<file path="config.mk">
export PLATFORM = sky130hd
export DESIGN_NAME = cache_ctrl_flat
export DESIGN_NICKNAME = d
export VERILOG_FILES = /design/src/rtl/cache_ctrl_pkg.sv /design/src/rtl/cache_ctrl_if.sv /design/src/rtl/cache_ctrl_sat_counter.sv /design/src/rtl/cache_ctrl.sv /design/src/flat_wrapper.sv
export SDC_FILE = /design/constraint.sdc
export NUM_CORES = 1
export LEC_CHECK = 0
export CAP_MARGIN = 20
export CORE_MARGIN = 3
export CORE_UTILIZATION = 25
export CTS_CLUSTER_DIAMETER = 200
export CTS_CLUSTER_SIZE = 12
export DETAILED_ROUTE_END_ITERATION = 7
export PLACE_DENSITY = 0.5
export SLEW_MARGIN = 20
export SYNTH_ARGS = -nofsm -noshare
export SYNTH_HDL_FRONTEND = slang
export SYNTH_SLANG_ARGS = --single-unit
</file>
<file path="constraint.sdc">
create_clock -name clk -period 4.7 [get_ports clk]
set_input_delay 0.94 -clock clk [delete_from_list [all_inputs] [get_ports clk]]
set_output_delay 0.94 -clock clk [all_outputs]
set_load 0.03 [all_outputs]
</file>
<file path="src/rtl/cache_ctrl_pkg.sv">
// cache_ctrl_pkg: shared widths, controller state encoding and line word
// helpers for the direct-mapped write-through cache controller.
//   Address split (word address): tag [15:4], index [3:2], offset [1:0].
//   A line is four 16-bit words packed word0 in [15:0] .. word3 in [63:48].
package cache_ctrl_pkg;

  localparam int WORD_SIZE   = 16;
  localparam int CACHE_TAG_W = 12;
  localparam int CACHE_IDX_W = 2;
  localparam int CACHE_OFF_W = 2;
  localparam int CACHE_LINES = 1 << CACHE_IDX_W;
  localparam int LINE_W      = WORD_SIZE << CACHE_OFF_W;

  typedef enum logic [1:0] {
    ST_IDLE  = 2'd0,
    ST_FILL  = 2'd1,
    ST_WRITE = 2'd2,
    ST_DONE  = 2'd3
  } cache_state_t;

  // Select one word out of a line.
  function automatic logic [WORD_SIZE-1:0] line_word(
    input logic [LINE_W-1:0]      line,
    input logic [CACHE_OFF_W-1:0] off
  );
    logic [WORD_SIZE-1:0] w;
    case (off)
      2'd0:    w = line[15:0];
      2'd1:    w = line[31:16];
      2'd2:    w = line[47:32];
      default: w = line[63:48];
    endcase
    return w;
  endfunction

  // Return a copy of the line with one word replaced.
  function automatic logic [LINE_W-1:0] line_put(
    input logic [LINE_W-1:0]      line,
    input logic [CACHE_OFF_W-1:0] off,
    input logic [WORD_SIZE-1:0]   w
  );
    logic [LINE_W-1:0] l;
    l = line;
    case (off)
      2'd0:    l[15:0]  = w;
      2'd1:    l[31:16] = w;
      2'd2:    l[47:32] = w;
      default: l[63:48] = w;
    endcase
    return l;
  endfunction

endpackage

</file>
<file path="src/rtl/cache_ctrl_if.sv">
// cache_ctrl_if: line-wide memory port between one cache instance and the
// shared memory arbiter.
//   mem_req   cache -> arbiter  request, held until mem_ack
//   mem_we    cache -> arbiter  1 = single-word write, 0 = line read
//   mem_addr  cache -> arbiter  word address (line reads use offset 00)
//   mem_wdata cache -> arbiter  store data
//   mem_rdata arbiter -> cache  fill line, word0 in [15:0]
//   mem_ack   arbiter -> cache  one-cycle completion pulse
// Handshake: the cache raises mem_req together with mem_we/mem_addr/mem_wdata
// and holds all four unchanged while mem_ack is 0. A transfer completes on
// the single clock edge where mem_req and mem_ack are both 1; mem_rdata is
// only meaningful on that edge of a line read. mem_ack seen while mem_req is
// 0 carries no meaning and is ignored.
interface cache_ctrl_if;
  import cache_ctrl_pkg::*;

  logic                 mem_req;
  logic                 mem_we;
  logic [WORD_SIZE-1:0] mem_addr;
  logic [WORD_SIZE-1:0] mem_wdata;
  logic [LINE_W-1:0]    mem_rdata;
  logic                 mem_ack;

  modport master (
    output mem_req, mem_we, mem_addr, mem_wdata,
    input  mem_rdata, mem_ack
  );

  modport slave (
    input  mem_req, mem_we, mem_addr, mem_wdata,
    output mem_rdata, mem_ack
  );
endinterface

</file>
<file path="src/rtl/cache_ctrl_sat_counter.sv">
// sat_counter: W-bit event counter that sticks at all-ones.
//   clk, reset_n  clock, asynchronous active-low reset (clears to 0)
//   en            count this cycle
//   count         current value
module sat_counter #(
  parameter int W = 16
) (
  input  logic         clk,
  input  logic         reset_n,
  input  logic         en,
  output logic [W-1:0] count
);

  always_ff @(posedge clk or negedge reset_n) begin
    if (!reset_n) begin
      count <= '0;
    end else if (en && (count != {W{1'b1}})) begin
      count <= count + 1'b1;
    end
  end

endmodule

</file>
<file path="src/rtl/cache_ctrl.sv">
// cache_ctrl: direct-mapped, write-through, no-write-allocate cache
// controller (4 lines x 4 words). Responder for the pipeline's cache port.
//   clk, reset_n            clock, asynchronous active-low reset
//   cpu_req/we/addr/wdata   pipeline access (held stable while stalled)
//   cpu_rdata               load data
//   hit                     combinational: load hit, or no request pending
//   ready                   one-cycle pulse when a fill or store completes
//   both_access             I- and D-side both outstanding (statistics only)
//   mem                     line-wide memory port (master side)
//   hit/miss/contend_count  saturating access statistics
//   dbg_state               controller state for observation
module cache_ctrl
  import cache_ctrl_pkg::*;
(
  input  logic                 clk,
  input  logic                 reset_n,
  input  logic                 cpu_req,
  input  logic                 cpu_we,
  input  logic [WORD_SIZE-1:0] cpu_addr,
  input  logic [WORD_SIZE-1:0] cpu_wdata,
  output logic [WORD_SIZE-1:0] cpu_rdata,
  output logic                 hit,
  output logic                 ready,
  input  logic                 both_access,
  cache_ctrl_if.master         mem,
  output logic [WORD_SIZE-1:0] hit_count,
  output logic [WORD_SIZE-1:0] miss_count,
  output logic [WORD_SIZE-1:0] contend_count,
  output cache_state_t         dbg_state
);

  // Storage
  logic [CACHE_LINES-1:0] valid_q;
  logic [CACHE_TAG_W-1:0] tag_q  [CACHE_LINES];
  logic [LINE_W-1:0]      data_q [CACHE_LINES];

  // Controller registers
  cache_state_t           state_q;
  logic                   mem_req_q;
  logic                   mem_we_q;
  logic [WORD_SIZE-1:0]   mem_addr_q;
  logic [WORD_SIZE-1:0]   mem_wdata_q;
  logic                   ready_q;
  logic [CACHE_OFF_W-1:0] off_q;   // requested word of an outstanding load
  logic                   load_q;  // outstanding transaction is a load

  // Request decode
  logic [CACHE_TAG_W-1:0] cpu_tag;
  logic [CACHE_IDX_W-1:0] cpu_idx;
  logic [CACHE_OFF_W-1:0] cpu_off;
  logic                   lookup_match;
  logic                   load_hit;
  logic                   accept;

  // The in-flight transaction is identified by the latched memory address,
  // so it completes correctly even if the pipeline drops or changes cpu_*.
  logic [CACHE_TAG_W-1:0] txn_tag;
  logic [CACHE_IDX_W-1:0] txn_idx;
  logic [CACHE_OFF_W-1:0] txn_off;

  assign cpu_tag = cpu_addr[15:4];
  assign cpu_idx = cpu_addr[3:2];
  assign cpu_off = cpu_addr[1:0];
  assign txn_tag = mem_addr_q[15:4];
  assign txn_idx = mem_addr_q[3:2];
  assign txn_off = mem_addr_q[1:0];

  assign lookup_match = valid_q[cpu_idx] && (tag_q[cpu_idx] == cpu_tag);
  assign load_hit     = (state_q == ST_IDLE) && cpu_req && !cpu_we && lookup_match;
  assign accept       = (state_q == ST_IDLE) && cpu_req;

  // An idle port reports hit so the pipeline never stalls on it.
  assign hit   = load_hit || !cpu_req;
  assign ready = ready_q;

  assign mem.mem_req   = mem_req_q;
  assign mem.mem_we    = mem_we_q;
  assign mem.mem_addr  = mem_addr_q;
  assign mem.mem_wdata = mem_wdata_q;
  assign dbg_state     = state_q;

  // In DONE after a fill the word comes from the latched address, so the
  // filled word is returned even if cpu_addr has moved on.
  always_comb begin
    cpu_rdata = '0;
    if ((state_q == ST_DONE) && load_q) begin
      cpu_rdata = line_word(data_q[txn_idx], off_q);
    end else if (lookup_match) begin
      cpu_rdata = line_word(data_q[cpu_idx], cpu_off);
    end
  end

  always_ff @(posedge clk or negedge reset_n) begin
    if (!reset_n) begin
      state_q     <= ST_IDLE;
      mem_req_q   <= 1'b0;
      mem_we_q    <= 1'b0;
      mem_addr_q  <= '0;
      mem_wdata_q <= '0;
      ready_q     <= 1'b0;
      off_q       <= '0;
      load_q      <= 1'b0;
      valid_q     <= '0;
      for (int i = 0; i < CACHE_LINES; i++) begin
        tag_q[i]  <= '0;
        data_q[i] <= '0;
      end
    end else begin
      case (state_q)
        ST_IDLE: begin
          ready_q <= 1'b0;
          if (cpu_req) begin
            if (cpu_we) begin
              state_q     <= ST_WRITE;
              mem_req_q   <= 1'b1;
              mem_we_q    <= 1'b1;
              mem_addr_q  <= cpu_addr;
              mem_wdata_q <= cpu_wdata;
              load_q      <= 1'b0;
            end else if (!lookup_match) begin
              state_q    <= ST_FILL;
              mem_req_q  <= 1'b1;
              mem_we_q   <= 1'b0;
              mem_addr_q <= {cpu_addr[15:2], 2'b00};
              off_q      <= cpu_off;
              load_q     <= 1'b1;
            end
          end
        end
        ST_FILL: begin
          if (mem.mem_ack) begin
            data_q[txn_idx]  <= mem.mem_rdata;
            tag_q[txn_idx]   <= txn_tag;
            valid_q[txn_idx] <= 1'b1;
            mem_req_q        <= 1'b0;
            ready_q          <= 1'b1;
            state_q          <= ST_DONE;
          end
        end
        ST_WRITE: begin
          if (mem.mem_ack) begin
            // Write-through: only a resident line is updated; a miss leaves
            // the cache untouched (no allocate).
            if (valid_q[txn_idx] && (tag_q[txn_idx] == txn_tag)) begin
              data_q[txn_idx] <= line_put(data_q[txn_idx], txn_off, mem_wdata_q);
            end
            mem_req_q <= 1'b0;
            mem_we_q  <= 1'b0;
            ready_q   <= 1'b1;
            state_q   <= ST_DONE;
          end
        end
        default: begin
          ready_q <= 1'b0;
          state_q <= ST_IDLE;
        end
      endcase
    end
  end

  // Statistics, counted on the IDLE cycle an access is accepted.
  logic hit_inc;
  logic miss_inc;
  logic contend_inc;

  assign hit_inc     = load_hit;
  assign miss_inc    = accept && !load_hit;
  assign contend_inc = miss_inc && both_access;

  sat_counter #(.W(WORD_SIZE)) u_hit_cnt (
    .clk     (clk),
    .reset_n (reset_n),
    .en      (hit_inc),
    .count   (hit_count)
  );

  sat_counter #(.W(WORD_SIZE)) u_miss_cnt (
    .clk     (clk),
    .reset_n (reset_n),
    .en      (miss_inc),
    .count   (miss_count)
  );

  sat_counter #(.W(WORD_SIZE)) u_contend_cnt (
    .clk     (clk),
    .reset_n (reset_n),
    .en      (contend_inc),
    .count   (contend_count)
  );

endmodule
</file>
<file path="src/flat_wrapper.sv">
// flat-port wrapper written by rule: the top's interface ports become plain ports
module cache_ctrl_flat import cache_ctrl_pkg::*;
  (clk, reset_n, cpu_req, cpu_we, cpu_addr, cpu_wdata, cpu_rdata, hit, ready, both_access, hit_count, miss_count, contend_count, dbg_state, mem_mem_req, mem_mem_we, mem_mem_addr, mem_mem_wdata, mem_mem_rdata, mem_mem_ack);
  cache_ctrl_if mem_i ();
  input  logic clk;
  input  logic reset_n;
  input  logic cpu_req;
  input  logic cpu_we;
  input  logic [WORD_SIZE-1:0] cpu_addr;
  input  logic [WORD_SIZE-1:0] cpu_wdata;
  output logic [WORD_SIZE-1:0] cpu_rdata;
  output logic hit;
  output logic ready;
  input  logic both_access;
  output logic [WORD_SIZE-1:0] hit_count;
  output logic [WORD_SIZE-1:0] miss_count;
  output logic [WORD_SIZE-1:0] contend_count;
  output cache_state_t dbg_state;
  output wire logic [$bits(mem_i.mem_req)-1:0] mem_mem_req;
  output wire logic [$bits(mem_i.mem_we)-1:0] mem_mem_we;
  output wire logic [$bits(mem_i.mem_addr)-1:0] mem_mem_addr;
  output wire logic [$bits(mem_i.mem_wdata)-1:0] mem_mem_wdata;
  input wire logic [$bits(mem_i.mem_rdata)-1:0] mem_mem_rdata;
  input wire logic [$bits(mem_i.mem_ack)-1:0] mem_mem_ack;
  assign mem_mem_req = mem_i.mem_req;
  assign mem_mem_we = mem_i.mem_we;
  assign mem_mem_addr = mem_i.mem_addr;
  assign mem_mem_wdata = mem_i.mem_wdata;
  assign mem_i.mem_rdata = mem_mem_rdata;
  assign mem_i.mem_ack = mem_mem_ack;
  cache_ctrl u_core (.clk(clk), .reset_n(reset_n), .cpu_req(cpu_req), .cpu_we(cpu_we), .cpu_addr(cpu_addr), .cpu_wdata(cpu_wdata), .cpu_rdata(cpu_rdata), .hit(hit), .ready(ready), .both_access(both_access), .mem(mem_i), .hit_count(hit_count), .miss_count(miss_count), .contend_count(contend_count), .dbg_state(dbg_state));
endmodule
</file>
==> results.py, run 1 <==
metrics = {
    "cells_and_area": {
        "final_cell_mix": "dfrtp_1, nand2_1, o21ai_0, clkdlybuf4s50_1, mux4_2",
        "fin_nets": 2122,
        "final_cells": 3141,
        "fill_cells": 8342,
        "final_common_cell": "dfrtp_1",
        "fin_util_pct": 31.1,
        "final_area_um2": 25800,
        "drive_above_1_share_pct": 20.0,
        "syn_to_final_growth_pct": 22.1,
        "seq_area_um2": 9920,
        "multiInputGateArea_um2": 10600,
    },
    "pwr": {
        "combPwrFrac_pct": 44.2,
        "clock_power_share_pct": 16.8,
        "internal_power_mw": 10.1,
        "p_leak_nw": 10.7,
        "switching_share_pct": 40.2,
        "ir_worst_vdd_mv": 0.247,
        "p_sw_mw": 6.75,
        "powerDensity_nw_per_um2": 652,
        "p_seq_share_pct": 39.0,
        "total_power_mw": 16.8,
    },
    "synth": {
        "syn_avg_cell_area_um2": 11.4,
        "synthCells": 1860,
        "synth_warnings": 0,
        "syn-cell-area_um2": 21100,
        "async_reset_ff_share_pct": 100,
        "syn-num-nets": 1969,
        "synth-seq-area-share_pct": 46.9,
        "synth-seq-cells": 396,
        "netlist-cell-type-count": 53,
        "synth-edff-count": 0,
        "synth_ff_type": "dfrtp_1",
    },
    "floorplan": {
        "core_area_um2": 82900,
        "num_rows": 105,
        "die_y_um": 297,
        "initial_core_util_pct": 25.5,
        "die_area_um2": 88000,
        "die_w_um": 297,
        "num_io_pins": 204,
    },
    "timing": {
        "setup_tns_ns": 0,
        "slew_viol_final": 0,
        "fin_skew_ns": 0.0323,
        "timing.hold.ws_ns": 0.347,
        "post-route-period-util_pct": 96.9,
        "setup_violations": 0,
        "rsz0062_at_grt": "no",
        "max_clock_freq_mhz": 220,
        "tightest_slew_ns": 0.972,
        "layout_min_cycle_time_ns": 4.55,
        "worst_slack_ns": 0.147,
        "hold_viol": 0,
        "relSlewSlack_pct": 35.2,
    },
    "detailed_routing": {
        "drt_wl_total_um": 72400,
        "routedWlPerCell_um": 23.0,
        "remaining_drc_errors": 0,
        "via_per_inst": 5.03,
        "drtPass1Iterations": 5,
        "drtIter0Drc": 1092,
        "ant_nets": 0,
        "vias": 15800,
    },
    "clocking": {
        "htree_levels": 2,
        "root_buffer": "clkbuf_16",
        "clock_latency_ns": 0.59,
        "cts_tree": "built",
        "cts.sinks": 396,
        "clockBufferDepth": 3,
        "ctsHoldBuffers": 0,
        "numCtsBuffers": 38,
        "clk_pin_slew_ns": 0.06,
    },
    "global_route": {
        "first_global_vias": 16300,
        "grt_pass1_wl_um": 108000,
        "grt_use_total_pct": 16.4,
        "grt_start_max_net_pins": 129,
        "grt-ovfl-total": 0,
        "antenna_found_initial": 11,
    },
    "critical_path": {
        "path_max_fanout": 14,
        "reg2reg_to": "u_core.data_q[98]$_DFFE_PN0P_",
        "startpoint_type": "primary input",
        "reg2reg_setup_slack_ns": 1.03,
        "required_ns": 3.76,
        "ff2ff_path_depth": 10,
        "end_kind": "output pin",
        "critPathKind": "in2out",
        "reg2reg_from": "u_core.mem.mem_addr[2]$_DFFE_PN0P_",
        "arrival_ns": 3.61,
    },
    "placement": {
        "hpwl_um": 48100,
        "io_buffer_count": 203,
        "placed_area_um2": 24800,
        "dpl.cell_count": 3096,
        "dpl_worst_slack_ns": 0.133,
        "gp_congestion": 0.776,
    },
    "hold_path": {
        "hp-class": "in2async",
    },
    "status": {
        "status": "complete, no violations",
    },
    "job": {
        "timing.max_cap.violations": 0,
    },
}
## cells by family after synthesis
| kind of cell | Yosys count | share of synthesized area [%] |
|---|---|---|
| mux | 305 | 25.8 |
| fa+ha+maj | 7 | 0.415 |
| flops | 396 | 46.9 |
| simple gates | 539 | 11.2 |
| compound gates | 383 | 9.67 |
| xor+xnor | 69 | 2.86 |
| buf+inv | 161 | 3.18 |
## worst max-delay path, cell delays in order
cell and delay (ns):
buf_4 0.25, mux4_2 0.55, xnor2_1 0.27, and4_1 0.28, o2111ai_4 0.29, buf_4 0.25, o21ai_0 0.42, buf_4 0.22
buf_12 0.11
## power by group through the flow
stage / sequential (mW) / combinational (mW) / clock, mW
2_1_floorplan: 6.16 / 5.12 / 0
3_3_place_gp: 6.50 / 7.36 / 0
3_5_place_dp: 6.60 / 7.47 / 0
4_1_cts: 6.54 / 7.49 / 2.93
5_1_grt: 6.76 / 8.13 / 3.05
6_report: 6.56 / 7.44 / 2.82
## worst max-delay path by stage
stage | endpoint | depth (start not counted) | slack, ns | from
floorplan | cpu_rdata[0] | 8 | 0.51 | cpu_addr[2]
global placement | hit | 9 | 0.10 | cpu_addr[12]
detailed placement | cpu_rdata[12] | 9 | 0.13 | cpu_addr[2]
CTS | cpu_rdata[12] | 9 | 0.13 | cpu_addr[2]
global route | cpu_rdata[12] | 9 | 0.01 | cpu_addr[2]
finish | cpu_rdata[12] | 9 | 0.15 | cpu_addr[2]
## layout make-up
type                    count  area share [%]
multi-input cells        1303            41.2
flip-flops and latches    396            38.5
repair buffers            261            10.8
well taps                1123            5.45
clock buffers              40            3.72
clock inverters             3           0.218
inverters                  13           0.189
diodes                      2          0.0194
## flip-flops by register name, indices dropped and copies added (netlist names), 2 cells and up
register and count:
u_core.u_contend_cnt.count 16, u_core.u_hit_cnt.count 16, u_core.tag_q 48, u_core.data_q 256
u_core.valid_q 4, u_core.u_miss_cnt.count 16, u_core.off_q 2, u_core.dbg_state 2
u_core.mem.mem_addr 16, u_core.mem.mem_wdata 16
## routing by layer
metal	wire [um]	vias up	GRT usage, %
li1	-	7055	-
met3	4050	104	2.61
met5	13	-	0
met4	2110	2	5.18
met2	34800	457	27.2
met1	31400	8183	22.1
## repair_timing
action	CTS	global route
resized for setup	0	1
setup buffers	0	0
endpoints found under the setup margin	0	1
## cells in the mapped netlist (all sizes together) (2+ instances only)
cell type	n	share of area, %
o211ai	4	0.19
and3	13	0.39
mux2	87	4.6
nor2b	5	0.15
o21ai	354	8.4
xor2	30	1.2
mux4	182	19
a221oi	2	0.083
buf	46	1.1
a21oi	4	0.095
xnor2	39	1.6
nand2b	25	0.74
nand3	66	1.6
ha	7	0.41
mux2i	36	1.7
o2111ai	4	0.25
clkbuf	102	1.8
nand2	363	6.5
nand4	11	0.33
and2	6	0.18
and4	6	0.25
nor3	16	0.38
a221o	3	0.14
dfrtp	396	47
nor4	7	0.24
a32o	2	0.095
inv	13	0.23
nor2	16	0.30
(Power assumes the default switching activity.)
==> inputs of run 2 (changes only) <==
Settings changed: CORE_ASPECT_RATIO from default to 0.6.
==> run 2 against run 1 <==
Clock skew shrank 0.0012 ns. Fmax rose by 4.1%. Register-to-register slack worse by 0.13 ns. Sequential power increased by 0.6%. Critical path depth down 2. Clock-buffer cell count is 2 higher. Flip-flop and latch count did not move. Core utilization barely moved. Critical endpoint is now cpu_rdata[10].
==> results.py, run 2 (synthesis results as in run 1) <==
metrics = {
    "critical_path": {
        "reg2reg_setup_slack_ns": 0.90,
        "path_max_fanout": 17,
        "reg2reg_to": "u_core.data_q[214]$_DFFE_PN0P_",
        "cp-startpoint": "cpu_addr[2]",
        "ff2ff_path_depth": 10,
        "end_kind": "output pin",
        "required_ns": 3.76,
        "reg2reg_from": "u_core.mem.mem_addr[2]$_DFFE_PN0P_",
        "critPathKind": "in2out",
        "startpoint_type": "primary input",
        "arrival_ns": 3.43,
    },
    "status": {
        "status": "complete, no violations",
    },
    "cells_and_area": {
        "top_register": "u_core.data_q",
        "largest_register_ffs": 256,
        "fill_cells": 8259,
        "syn_to_final_growth_pct": 21.7,
        "final_cells": 3131,
        "final_common_cell": "dfrtp_1",
        "reg_top3": "u_core.data_q (256), u_core.tag_q (48)",
        "fin_nets": 2114,
        "final_cell_mix": "dfrtp_1, nand2_1, o21ai_0, mux4_2, clkdlybuf4s50_1",
        "drive_above_1_share_pct": 19.7,
    },
    "job": {
        "timing.max_cap.violations": 0,
    },
    "timing": {
        "relSlewSlack_pct": 27.3,
        "tightest_slew_ns": 1.09,
        "layout_min_cycle_time_ns": 4.37,
        "setup_violations": 0,
        "rsz0062_at_grt": "no",
        "slew_viol_final": 0,
        "max_clock_freq_mhz": 229,
        "fin_skew_ns": 0.0312,
        "setup_tns_ns": 0,
        "post-route-period-util_pct": 93.1,
        "hold_viol": 0,
    },
    "clocking": {
        "clock_latency_ns": 0.58,
        "cts_resized": 0,
        "root_buffer": "clkbuf_16",
        "clk_pin_slew_ns": 0.06,
        "numCtsBuffers": 38,
        "ctsHoldBuffers": 0,
        "cts_setup_buffers": 0,
        "clockBufferDepth": 3,
        "cts.sinks": 396,
        "htree_levels": 2,
        "cts_tree": "built",
    },
    "floorplan": {
        "initial_core_util_pct": 25.6,
        "die_area_um2": 88100,
        "die_w_um": 381,
        "num_rows": 81,
        "die_y_um": 231,
        "num_io_pins": 204,
        "core_area_um2": 82600,
    },
    "placement": {
        "hpwl_um": 51800,
        "io_buffer_count": 203,
        "dpl.cell_count": 3085,
        "gp_congestion": 0.830,
    },
    "global_route": {
        "antenna_found_initial": 12,
        "grt-ovfl-total": 0,
        "grt_start_max_net_pins": 145,
        "grt_pass1_wl_um": 112000,
        "grt_use_total_pct": 17.0,
        "first_global_vias": 16100,
    },
    "pwr": {
        "ir_worst_vdd_mv": 0.292,
        "powerDensity_nw_per_um2": 670,
        "p_leak_nw": 10.6,
        "total_power_mw": 17.2,
    },
    "detailed_routing": {
        "drtIter0Drc": 1378,
        "via_per_inst": 5.15,
        "drtPass1Iterations": 5,
        "remaining_drc_errors": 0,
        "routedWlPerCell_um": 24.1,
        "drt_wl_total_um": 75600,
        "ant_nets": 0,
        "vias": 16100,
    },
    "hold_path": {
        "hp-class": "in2async",
    },
}
run 2: changes by cell type in the layout (fill, tap and decap cells not counted):
cell | previous run | this run
buf_4 | 48 | 41
clkdlybuf4s50_1 | 184 | 182
inv_16 | 2 | 0
buf_2 | 0 | 1
clkbuf_1 | 2 | 3
clkbuf_16 | 38 | 39
clkinv_8 | 1 | 2
nor4_1 | 5 | 6
nor4_2 | 2 | 1
run 2: metrics by stage:
step	cell area [um2]	setup WS (ns)	hold WS [ns]	util, %
finish	25700	0.325	0.274	31.1
global route	25700	0.144	0.294	31.1
CTS	25700	0.245	0.253	31.1
detailed placement	24700	0.293	0.459	29.9
global placement	24700	0.283	0.452	29.9
floorplan	21100	0.514	0.442	-
run 2: cell type report:
| type | count | area [um2] | area share, % |
|---|---|---|---|
| Multi-Input combinational cell | 1303 | 10600 | 41.3 |
| Sequential cell | 396 | 9920 | 38.6 |
| Timing Repair Buffer | 253 | 2710 | 10.5 |
| Tap cell | 1120 | 1400 | 5.45 |
| Clock buffer | 42 | 987 | 3.84 |
| Inverter | 13 | 48.8 | 0.190 |
| Clock inverter | 2 | 32.5 | 0.127 |
| Antenna cell | 2 | 5.00 | 0.0195 |
run 2: worst max-delay path: stages:
cell,delay (ns)
buf_4,0.26
mux4_2,0.56
xnor2_1,0.24
and4_1,0.30
o2111ai_4,0.40
o21ai_0,0.51
buf_12,0.18
run 2: worst max-delay path by stage:
| stage | endpoint | slack [ns] | cells after the start |
|---|---|---|---|
| floorplan | cpu_rdata[0] | 0.51 | 8 |
| global placement | cpu_rdata[10] | 0.28 | 7 |
| detailed placement | cpu_rdata[12] | 0.29 | 7 |
| CTS | cpu_rdata[7] | 0.25 | 6 |
| global route | cpu_rdata[10] | 0.14 | 7 |
| finish | cpu_rdata[10] | 0.33 | 7 |
run 2: power breakdown:
part | switching (mW) | internal (mW)
logic | 3.98 | 3.76
clock network | 1.39 | 1.48
registers | 1.73 | 4.87
run 2: per-layer routing:
metal	share of wire (%)	wire length, um	GRT usage, %
met3	11	8200	6.21
met5	0.022	17	0
met1	45	34200	24.8
met4	3.2	2400	5.97
met2	41	30800	22.9
==> inputs of run 3 (changes only) <==
Clock period 4.7 ns to 4.2 ns, I/O delays scaled along.
==> run 3 against run 2 <==
Worst hold slack improved by 0.014 ns. Design area rose by 0.56%. Power rose by 12%. First-iteration DRC count rose by 7.8%. Clock-buffer cell count did not move. Critical path depth rose by 1.
==> results.py, run 3 (synthesis results as in run 1) <==
metrics = {
    "timing": {
        "setup_violations": 0,
        "relSlewSlack_pct": 22.2,
        "timing.hold.ws_ns": 0.288,
        "slew_viol_final": 0,
        "post-route-period-util_pct": 98.5,
        "hold_viol": 0,
        "max_clock_freq_mhz": 242,
        "tightest_slew_ns": 1.17,
        "layout_min_cycle_time_ns": 4.14,
        "fin_skew_ns": 0.0335,
    },
    "detailed_routing": {
        "ant_nets": 0,
        "drt_wl_total_um": 75700,
        "routedWlPerCell_um": 24.1,
        "remaining_drc_errors": 0,
        "vias": 15900,
        "drtIter0Drc": 1486,
        "via_per_inst": 5.07,
        "drtPass1Iterations": 5,
    },
    "global_route": {
        "first_global_vias": 15800,
        "antenna_found_initial": 13,
        "grt_use_met1_pct": 24.5,
        "grt_start_max_net_pins": 129,
        "grt_util_met2_pct": 23.2,
        "grt_pass1_wl_um": 112000,
        "grt_use_total_pct": 16.9,
        "grt_busiest_layer": "met1",
        "globalRouteMet3Util_pct": 6.86,
        "grt-ovfl-total": 0,
    },
    "pwr": {
        "p_leak_nw": 10.7,
        "ir_worst_vdd_mv": 0.292,
        "total_power_mw": 19.3,
        "powerDensity_nw_per_um2": 746,
    },
    "floorplan": {
        "num_rows": 81,
        "die_y_um": 231,
        "initial_core_util_pct": 25.6,
        "die_w_um": 381,
        "die_area_um2": 88100,
        "num_io_pins": 204,
        "core_area_um2": 82600,
    },
    "clocking": {
        "cts_tree": "built",
        "numCtsBuffers": 38,
        "clock_latency_ns": 0.58,
        "root_buffer": "clkbuf_16",
        "htree_levels": 2,
        "cts.sinks": 396,
        "clk_pin_slew_ns": 0.06,
        "clockBufferDepth": 3,
    },
    "cells_and_area": {
        "drive_above_1_share_pct": 20.1,
        "fin_nets": 2125,
        "final_cells": 3143,
        "reg_top3": "u_core.data_q (256), u_core.tag_q (48)",
        "top_register": "u_core.data_q",
        "final_cell_mix": "dfrtp_1, nand2_1, o21ai_0, mux4_2, clkdlybuf4s50_1",
        "largest_register_ffs": 256,
        "final_common_cell": "dfrtp_1",
        "syn_to_final_growth_pct": 22.4,
    },
    "critical_path": {
        "end_kind": "output pin",
        "arrival_ns": 3.30,
        "startpoint_type": "primary input",
        "path_max_fanout": 16,
        "critPathKind": "in2out",
        "required_ns": 3.36,
    },
    "job": {
        "timing.max_cap.violations": 0,
    },
    "placement": {
        "hpwl_um": 51700,
        "gp_congestion": 0.819,
        "dpl.cell_count": 3094,
        "io_buffer_count": 203,
    },
    "status": {
        "status": "complete, no violations",
    },
    "hold_path": {
        "hp-class": "in2async",
    },
}
[run 3: cell count changes in the layout (fill, tap and decap cells not counted), sizes merged]
cell	before	now
clkbuf	42	43
diode	2	3
dlymetal6s2s	0	1
buf	71	80
[run 3: worst max-delay path: stages]
cell	delay, ns
buf_6	0.23
mux4_2	0.55
xnor2_1	0.27
and4_1	0.29
o2111ai_4	0.16
buf_12	0.20
o21ai_0	0.52
buf_12	0.21
[run 3: cell type report]
class                           count  area (um2)
Clock buffer                       42         987
Clock inverter                      2        32.5
Inverter                           13        48.8
Tap cell                         1120        1400
Sequential cell                   396        9920
Antenna cell                        3        7.51
Multi-Input combinational cell   1303       10600
Fill cell                        8315       56700
Timing Repair Buffer              264        2850
[run 3: report_power, final]
group          internal [mW]  switching (mW)
Sequential              5.45            1.94
Clock                   1.66            1.52
Combinational           4.23            4.48
[run 3: layer usage]
metal | vias up | wire length [um]
met5 | - | 69
met4 | 10 | 1510
met3 | 94 | 8040
met2 | 573 | 31100
met1 | 8178 | 35000
li1 | 7072 | -
[run 3: worst paths after layout]
path / cells past startpoint / end / slack [ns] / startpoint
worst max register to register: 11 / u_core.data_q[245]$_DFFE_PN0P_ / 0.73 / u_core.mem.mem_addr[2]$_DFFE_PN0P_
min in group clk: 1 / u_core.load_q$_DFFE_PN0P_ / 0.48 / u_core.load_q$_DFFE_PN0P_
worst min register to register: 1 / u_core.load_q$_DFFE_PN0P_ / 0.48 / u_core.load_q$_DFFE_PN0P_
worst max-delay path: 8 / cpu_rdata[9] / 0.06 / cpu_addr[2]
worst min-delay path: 1 / u_core.data_q[143]$_DFFE_PN0P_ / 0.29 / reset_n
max in group asynchronous: 2 / u_core.u_contend_cnt.count[11]$_DFFE_PN0P_ / 2.72 / reset_n
[run 3: stage by stage]
stage	utilization [%]	setup WS (ns)	cell area (um2)	TNS [ns]
after CTS	31.3	0.0111	25800	0
after floorplan	-	0.214	21100	0
final	31.3	0.0632	25900	0
after detailed placement	30.0	-0.104	24800	-0.509
after global placement	30.0	-0.0859	24800	-0.396
after global routing	31.3	-0.00263	25800	-0.00263
[run 3: what timing repair did]
action | CTS | global route
hold buffers | 0 | 0
gates cloned | 0 | 1
resized for setup | 4 | 7
pin swaps | 1 | 1
setup buffers | 1 | 0
setup endpoints to repair | 13 | 7
